**config.mk**
```make
export PLATFORM = sky130hd
export DESIGN_NAME = ethernet_decapsulation
export DESIGN_NICKNAME = d
export VERILOG_FILES = /design/src/rtl/ethernet_decapsulation_pkg.sv /design/src/rtl/ethernet_decapsulation_crc32_comb.sv /design/src/rtl/ethernet_decapsulation.sv
export SDC_FILE = /design/constraint.sdc
export NUM_CORES = 1
export LEC_CHECK = 0
export BUFFER_PORTS_ARGS = -buffer_cell sky130_fd_sc_hd__buf_2
export CAP_MARGIN = 15
export CORE_MARGIN = 4
export CORE_UTILIZATION = 58
export DETAILED_ROUTE_END_ITERATION = 12
export PLACE_DENSITY = 0.78
export SLEW_MARGIN = 0
export SYNTH_ARGS = -nofsm -noshare
export SYNTH_HDL_FRONTEND = slang
export SYNTH_SLANG_ARGS = --single-unit
```
**constraint.sdc**
```tcl
create_clock -name clk -period 3.5 [get_ports clk]
set_clock_uncertainty 0.2 [all_clocks]
set_input_delay 0.525 -clock clk [delete_from_list [all_inputs] [get_ports clk]]
set_output_delay 0.525 -clock clk [all_outputs]
set_load 0.02 [all_outputs]
```
**src/rtl/ethernet_decapsulation_pkg.sv**
```systemverilog
// Shared framing constants and the byte-wide Ethernet CRC-32 step used on both sides of the link.
package ethernet_decapsulation_pkg;

  localparam logic [7:0]  preamble_val    = 8'h2A;
  localparam logic [7:0]  sfd_val         = 8'h2B;
  localparam int          len_addr        = 6;
  localparam int          len_len         = 2;
  localparam int          len_crc         = 4;
  localparam int          min_payload_len = 46;
  localparam logic [31:0] crc32_poly      = 32'hEDB88320;
  localparam logic [31:0] crc32_init      = 32'hFFFFFFFF;

  // Reflected CRC-32, one byte LSB first.
  function automatic logic [31:0] crc32_byte(input logic [31:0] crc, input logic [7:0] data);
    logic [31:0] c;
    c = crc ^ {24'd0, data};
    for (int i = 0; i < 8; i++)
      c = c[0] ? ((c >> 1) ^ crc32_poly) : (c >> 1);
    return c;
  endfunction

endpackage

```
**src/rtl/ethernet_decapsulation_crc32_comb.sv**
```systemverilog
// Combinational CRC-32 next-value: reload on active-high rst, advance one byte when en, else hold.
module crc32_comb
  import ethernet_decapsulation_pkg::*;
(
  input  logic        rst,
  input  logic        en,
  input  logic [7:0]  data,
  input  logic [31:0] crc_in,
  output logic [31:0] crc_out
);

  always_comb begin
    if (rst)
      crc_out = crc32_init;
    else if (en)
      crc_out = crc32_byte(crc_in, data);
    else
      crc_out = crc_in;
  end

endmodule

```
**src/rtl/ethernet_decapsulation.sv**
```systemverilog
// GMII receive deframer: strips preamble/SFD, filters destination, forwards payload, checks FCS.
// Payload and status are registered one cycle after the byte is sampled; no backpressure.
module ethernet_decapsulation
  import ethernet_decapsulation_pkg::*;
#(
  parameter logic [47:0] local_mac_addr   = 48'h023528fbdd66,
  parameter bit          accept_broadcast = 1'b1,
  parameter int          max_payload_len  = 1500
) (
  input  logic        clk,
  input  logic        rst,
  input  logic [7:0]  gmii_rxd,
  input  logic        gmii_rx_dv,
  input  logic        gmii_rx_er,
  output logic [7:0]  payload_data,
  output logic        payload_valid,
  output logic        payload_last,
  output logic [47:0] src_mac,
  output logic [15:0] len_field,
  output logic        frame_done,
  output logic        frame_good,
  output logic        err_crc,
  output logic        err_addr,
  output logic        err_len,
  output logic        err_trunc
);

  typedef enum logic [3:0] {
    IDLE, PREAMBLE, DEST_MAC, SRC_MAC, LEN, PAYLOAD, PAD, FCS, DROP
  } state_t;

  localparam logic [15:0] max_len   = 16'(max_payload_len);
  localparam logic [15:0] min_len   = 16'(min_payload_len);
  localparam logic [10:0] addr_last = 11'(len_addr - 1);
  localparam logic [10:0] len_last  = 11'(len_len - 1);
  localparam logic [10:0] crc_last  = 11'(len_crc - 1);
  localparam logic [10:0] pad_last  = 11'(min_payload_len - 1);

  state_t      state;
  logic        armed;
  logic [10:0] cnt;
  logic [39:0] dest;
  logic [23:0] fcs;
  logic [31:0] crc, crc_next;
  logic        crc_rst, crc_en, in_frame, dest_ok;
  logic [47:0] dest_nxt;
  logic [15:0] len_nxt;
  logic [31:0] fcs_nxt;

  assign in_frame = state inside {DEST_MAC, SRC_MAC, LEN, PAYLOAD, PAD, FCS};
  assign crc_rst  = !rst || (state inside {IDLE, PREAMBLE, DROP});
  assign crc_en   = gmii_rx_dv && !gmii_rx_er && (state inside {DEST_MAC, SRC_MAC, LEN, PAYLOAD, PAD});
  assign dest_nxt = {dest, gmii_rxd};
  assign len_nxt  = {len_field[7:0], gmii_rxd};
  assign fcs_nxt  = {fcs, gmii_rxd};
  assign dest_ok  = (dest_nxt == local_mac_addr) ||
                    (accept_broadcast && (dest_nxt == {48{1'b1}}));

  crc32_comb u_crc (
    .rst     (crc_rst),
    .en      (crc_en),
    .data    (gmii_rxd),
    .crc_in  (crc),
    .crc_out (crc_next)
  );

  // FCS bytes never advance the CRC, so the value held here is the latched result.
  always_ff @(posedge clk) crc <= crc_next;

  always_ff @(posedge clk) begin
    if (!rst) begin
      state         <= IDLE;
      armed         <= 1'b0;
      cnt           <= '0;
      dest          <= '0;
      fcs           <= '0;
      payload_data  <= '0;
      payload_valid <= 1'b0;
      payload_last  <= 1'b0;
      src_mac       <= '0;
      len_field     <= '0;
      frame_done    <= 1'b0;
      frame_good    <= 1'b0;
      err_crc       <= 1'b0;
      err_addr      <= 1'b0;
      err_len       <= 1'b0;
      err_trunc     <= 1'b0;
    end else begin
      payload_valid <= 1'b0;
      payload_last  <= 1'b0;
      frame_done    <= 1'b0;
      frame_good    <= 1'b0;
      err_crc       <= 1'b0;
      err_addr      <= 1'b0;
      err_len       <= 1'b0;
      err_trunc     <= 1'b0;
      if (!gmii_rx_dv)
        armed <= 1'b1;

      if (in_frame && (!gmii_rx_dv || gmii_rx_er)) begin
        frame_done <= 1'b1;
        err_trunc  <= 1'b1;
        state      <= gmii_rx_dv ? DROP : IDLE;
      end else begin
        case (state)
          IDLE: begin
            if (armed && gmii_rx_dv && (gmii_rxd == preamble_val))
              state <= PREAMBLE;
          end
          PREAMBLE: begin
            cnt <= '0;
            if (!gmii_rx_dv)
              state <= IDLE;
            else if (gmii_rx_er)
              state <= DROP;
            else if (gmii_rxd == sfd_val)
              state <= DEST_MAC;
            else if (gmii_rxd != preamble_val)
              state <= DROP;
          end
          DEST_MAC: begin
            dest <= dest_nxt[39:0];
            cnt  <= cnt + 11'd1;
            if (cnt == addr_last) begin
              cnt <= '0;
              if (dest_ok) begin
                state <= SRC_MAC;
              end else begin
                frame_done <= 1'b1;
                err_addr   <= 1'b1;
                state      <= DROP;
              end
            end
          end
          SRC_MAC: begin
            src_mac <= {src_mac[39:0], gmii_rxd};
            cnt     <= cnt + 11'd1;
            if (cnt == addr_last) begin
              cnt   <= '0;
              state <= LEN;
            end
          end
          LEN: begin
            len_field <= len_nxt;
            cnt       <= cnt + 11'd1;
            if (cnt == len_last) begin
              cnt <= '0;
              if ((len_nxt == 16'd0) || (len_nxt > max_len)) begin
                frame_done <= 1'b1;
                err_len    <= 1'b1;
                state      <= DROP;
              end else begin
                state <= PAYLOAD;
              end
            end
          end
          PAYLOAD: begin
            payload_valid <= 1'b1;
            payload_data  <= gmii_rxd;
            cnt           <= cnt + 11'd1;
            if ({5'd0, cnt} == len_field - 16'd1) begin
              payload_last <= 1'b1;
              // Short frames keep counting through PAD until 46 body bytes are consumed.
              if (len_field < min_len) begin
                state <= PAD;
              end else begin
                cnt   <= '0;
                state <= FCS;
              end
            end
          end
          PAD: begin
            cnt <= cnt + 11'd1;
            if (cnt == pad_last) begin
              cnt   <= '0;
              state <= FCS;
            end
          end
          FCS: begin
            fcs <= fcs_nxt[23:0];
            cnt <= cnt + 11'd1;
            if (cnt == crc_last) begin
              frame_done <= 1'b1;
              frame_good <= (fcs_nxt == ~crc);
              err_crc    <= (fcs_nxt != ~crc);
              state      <= DROP;
            end
          end
          DROP: begin
            if (!gmii_rx_dv)
              state <= IDLE;
          end
          default: state <= IDLE;
        endcase
      end
    end
  end

endmodule

```
Yosys cells after proc, flatten, opt, wreduce, memory -nomap -nowiden
Cells that the tools add are included.
{ "word_totals": {"output_inout_bits": 80, "regBits": 192, "ram_bits": 0, "rom_bits": 0, "memories": 0, "in_bits": 12, "latch_bits": 0, "word_cells": 140} }
{ "classes": {"add_sub_neg": 2, "div": 0, "reduce_logical": 31, "shift": 0, "n_lt_le_gt_ge": 2, "n_eq_ne": 29, "n_mul": 0, "bitwise": 17, "muxes": 42} }
{ "op_table": {"columns": ["op", "n"], "rows": [
  ["$mux 32", 8],
  ["$not 13->14", 8],
  ["$pmux 11 s6", 1],
  ["$mux 4", 16],
  ["$mux 11", 5],
  ["$eq 48x42->1 const B", 1],
  ["$eq 48x48->1 const B", 1],
  ["$pmux 4 s9", 1],
  ["$eq 32x32->1", 1],
  ["$ne 32x32->1", 1],
  ["$not 32->32", 1],
  ["$xor 32x8->32", 1],
  ["$ne 3x1->1 const B", 7],
  ["$eq 11x16->1", 1],
  ["$eq 4x3->1 const B", 4],
  ["$eq 8x6->1 const B", 2],
  ["$gt 16x11->1 const B", 1],
  ["$logic_not 16->1", 1],
  ["$lt 16x6->1 const B", 1],
  ["$sub 16x1->16 const B", 1],
  ["$reduce_and 2->1", 6],
  ["$reduce_bool 6->1", 2],
  ["$add 11x1->11 const B", 1],
  ["$eq 11x1->1 const B", 1],
  ["other kinds (22)", 50]
]} }

Depth between registers and ports, before layout
{ "logic_depth": {"depth_word": 17, "mapped_depth": 10} }

Cells and area by module
Synthesis repeated with hierarchy kept, for this count alone.
{ "unflattened": {"cells_unflattened": 1108, "hier_area_um2": 9332.7} }
{ "modules_own_cells": {"columns": ["mod", "seq_area_each_um2", "cells_each", "n_inst", "area_per_inst_um2"], "rows": [
  ["ethernet_decapsulation", 3843.7, 969, 1, 7966.4],
  ["crc32_comb", 0.0, 139, 1, 1366.3]
]} }

Worst setup path after synthesis
Ideal clock, no wire load.
{ "synth_path": {"path_kind": "register -> register", "start": "register len_field[1]", "end": "register state[0]", "arrival_ns": 2.863, "required_time_ns": 3.228, "slack_ns": 0.365, "stages_incl_launch_ff": 10, "cell_sequence": "dfxtp_1 > inv_1 > ha_1 > or3b_2 > a221oi_1 > o22ai_1 > or4_1 > or3b_4 > a211oi_4 > mux2i_1"} }
{ "synth_via": {"elab_chain_cells": 6, "word_cells_on_any_way": 14, "cone_classes": "1 x add/sub; 2 x order compare; 2 x eq/ne; 6 x mux; 3 x reduce/logical"} }
{ "synth_lines": {"columns": ["element", "line_no", "text"], "rows": [
  ["start: declaration", "ethernet_decapsulation.sv:19", "output logic [15:0] len_field,"],
  ["start signal: assignment", "ethernet_decapsulation.sv:144", "len_field <= len_nxt;"],
  ["parallel branches: the longest is 6 deep, another holds $sub 16x1->16", null, null],
  ["end signal: assignment", "ethernet_decapsulation.sv:103", "state <= gmii_rx_dv ? DROP : IDLE;"],
  ["end: declaration", "ethernet_decapsulation.sv:39", "state_t state;"]
]} }
Several ways; the timed one is not identified. The select of a mux whose other input is x is not followed.
A chain may end at the register's enable or synchronous reset.

Worst setup path in the final report
{ "layout_path": {"start": "register len_field[0]", "end": "register state[2]"} }
Same word-level chain as after synthesis.

==> impl_metrics.py <==
metrics = {
    "routing": {
        "via_count": 7979,
        "wl_met1_microns": 10500,
        "antenna_left": 0,
        "drt-total-wl_microns": 22400,
        "first_pass_iters": 6,
        "drc": 0,
        "wl_per_cell_microns": 16.0,
        "met2WireLength_microns": 10400,
        "dr.max_layer_used": "met5",
        "met3_length_microns": 1240,
        "viasPerCell": 5.68,
        "drt_iter0_drc": 722,
    },
    "yosys": {
        "yosysMostFrequentCell": "nand2_1",
        "synth_fa_ha_area_share_pct": 0.810,
        "synth_top_flop_cell": "dfxtp_1",
        "ys_seq_elements": 192,
        "synth-compound-area-share_pct": 17.9,
        "synth_area_leader_cell": "dfxtp_1",
        "synthDistinctLibCells": 64,
        "avgSynthCellArea_sq_um": 8.23,
        "synth.area.mux_share_pct": 0.877,
        "ys_async_sr_fraction_pct": 0,
        "synth-simple-area-share_pct": 23.8,
        "synth_area_leaders": "dfxtp_1, nand2_1, a21boi_0",
        "synth_fp_nets": 1145,
        "synth_top_area_share_pct": 41.5,
        "synth_edf_count": 0,
        "syn_area_sq_mm": 0.00927,
        "netlist_top_cells_count": "nand2_1, dfxtp_1, a21boi_0",
        "synth_warnings": 0,
        "synth-seq-area-share_pct": 41.5,
        "synth_xor_xnor_area_share_pct": 10.4,
        "syn_inst": 1127,
        "synth_top_family_by_area": "simple AND/OR/NAND/NOR gates",
    },
    "critical_path": {
        "end_kind": "flop",
        "worstPathMaxFanout": 9,
        "start_kind": "flop",
        "arrival_ns": 3.48,
        "cp.required_ns": 3.65,
        "setup.worst_path.class": "flop to flop",
    },
    "clocking": {
        "hold_buffers": 0,
        "cts_max_path_buffers": 2,
        "numClockSinks": 192,
        "cts_buffers": 17,
        "cts_tree": "yes",
        "htreeDepth": 4,
        "cts_setup_buffers": 0,
        "cts_resized": 0,
        "clockRootBuffer": "clkbuf_16",
        "clk_latency_ns": 0.43,
        "path_clk_slew_ns": 0.07,
    },
    "placed_design": {
        "place.port_buffers": 91,
        "hpwl_microns": 15100,
        "placed_cell_area_sq_mm": 0.00983,
        "pre_cts_slack_ns": 0.253,
        "gp_congestion": 0.866,
    },
    "floorplanning": {
        "dieArea_sq_mm": 0.0181,
        "core_sq_mm": 0.0154,
        "die_h_microns": 134,
        "pin_count": 92,
        "die_w_microns": 134,
        "num_rows": 45,
        "initial_core_util_pct": 60.1,
    },
    "power_and_ir_drop": {
        "comb_power_share_pct": 6.5,
        "p_clk_share_pct": 43.8,
        "powerDensity_mw_per_mm2": 423,
        "p_leak_nw": 3.80,
        "power_frac_seq_pct": 49.7,
        "design_power_total_w": 0.00442,
        "ir_drop_v": 0.000351,
        "p_sw_w": 0.00109,
        "internal_power_w": 0.00333,
        "switching_share_pct": 24.7,
    },
    "sta": {
        "finalHoldViolCount": 0,
        "fin_ws_ns": 0.175,
        "max_slew_margin_pct": 40.1,
        "max_freq_mhz": 301,
        "drv_slew": 0,
        "fin_crit_ns": 3.33,
        "min_period_over_period_pct": 95.0,
        "tightestPinTransition_ns": 0.898,
        "holdWs_ns": 0.193,
        "setup_viol": 0,
    },
    "global_route": {
        "grt_pass1_wl_microns": 37000,
        "antenna_found_initial": 1,
        "grt.overflow.total": 0,
        "grt_use_total_pct": 24.7,
        "grt_max_degree": 69,
        "grt_pass1_vias": 7186,
    },
    "finish": {
        "syn_to_final_growth_pct": 12.6,
        "finish.utilization_pct": 67.7,
        "fill_cells": 1340,
        "final_area_sq_mm": 0.0104,
        "num-nets-final": 1199,
        "antennaDiodeCount": 0,
        "drive_gt1_share_pct": 14.2,
    },
    "hold_path": {
        "min_path_type": "input port to flop",
    },
    "run_status": {
        "outcome": "finished, final reports clean",
    },
    "flow_run": {
        "maxCapViolCount": 0,
    },
}
## power groups by stage
stage	logic, W	clock network (W)	registers [W]
floorplan	0.000228	0	0.00224
global placement	0.000281	0	0.00225
detailed placement	0.000283	0	0.00224
CTS	0.000288	0.00196	0.00219
global route	0.000312	0.00206	0.00219
finish	0.000289	0.00194	0.00219
## routing by layer
layer  vias to the layer above  global-route usage, %
li1                       3965                      -
met1                      3760                   34.9
met2                       221                   38.7
met3                        31                   5.10
met4                         2                   6.73
met5                         -                      0
## logic make-up (layout without fill, tap and decap cells)
logic type	after synthesis	after routing
mux	8	8
flops	192	192
buf+inv	97	164
fa+ha+maj	6	6
simple gates	486	486
compound gates	228	228
xor+xnor	110	110
## final timing paths
path | start | endpoint | slack [ns] | depth (start not counted)
max | len_field[0]$_SDFFE_PN0P_ | state[2]$_SDFFE_PN0P_ | 0.17 | 9
min reg2reg | src_mac[45]$_SDFFE_PN0P_ | src_mac[45]$_SDFFE_PN0P_ | 0.25 | 2
min | gmii_rx_dv | armed$_SDFFE_PN0N_ | 0.19 | 2
max reg2reg | len_field[0]$_SDFFE_PN0P_ | state[2]$_SDFFE_PN0P_ | 0.17 | 9
## layout by cell type, fill, tap and decap left out, types with 5 or more instances in the layout
master and instances:
nand2_1 312, dfxtp_1 192, a21boi_0 121, buf_2 90
xnor2_1 74, o211ai_1 39, xor2_1 36, nand3_1 32
buf_4 26, a21oi_1 25, nor4_1 24, nor3_1 23
nand4_1 20, nor2_1 18, clkbuf_16 17, inv_1 15
or3_1 7, mux2i_1 7, nand2b_1 6, o21ai_0 6
ha_1 6, clkinv_4 6, a31oi_1 5
## per-stage QoR
stage | setup TNS, ns | instances
global route | -0.00756 | 1405
detailed placement | 0 | 1373
floorplan | 0 | 1127
finish | 0 | 1405
global placement | 0 | 1373
CTS | 0 | 1405
## worst max-delay path, stage by stage, from the launching register on
cell      delay (ns)
dfxtp_1         0.41
inv_1           0.09
ha_1            0.21
or3b_2          0.51
a221oi_1        0.27
o22ai_1         0.10
or4_1           0.42
or3b_4          0.42
a211oi_4        0.38
mux2i_1         0.24
## sequential cells by signal, summed over array words and instances (netlist names), 4 cells and up
name,count
src_mac,48
cnt,11
len_field,16
payload_data,8
state,4
crc,32
dest,40
fcs,24
## final cells by class
cell class / instances / area, sq um / share of cell area [%]
repair buffers: 116 / 646 / 6.18
clock inverters: 15 / 178 / 1.70
clock buffers: 17 / 425 / 4.07
flip-flops and latches: 192 / 3840 / 36.8
well taps: 211 / 264 / 2.53
multi-input cells: 838 / 5020 / 48.1
inverters: 16 / 60.1 / 0.575
(Power assumes the default switching activity.)
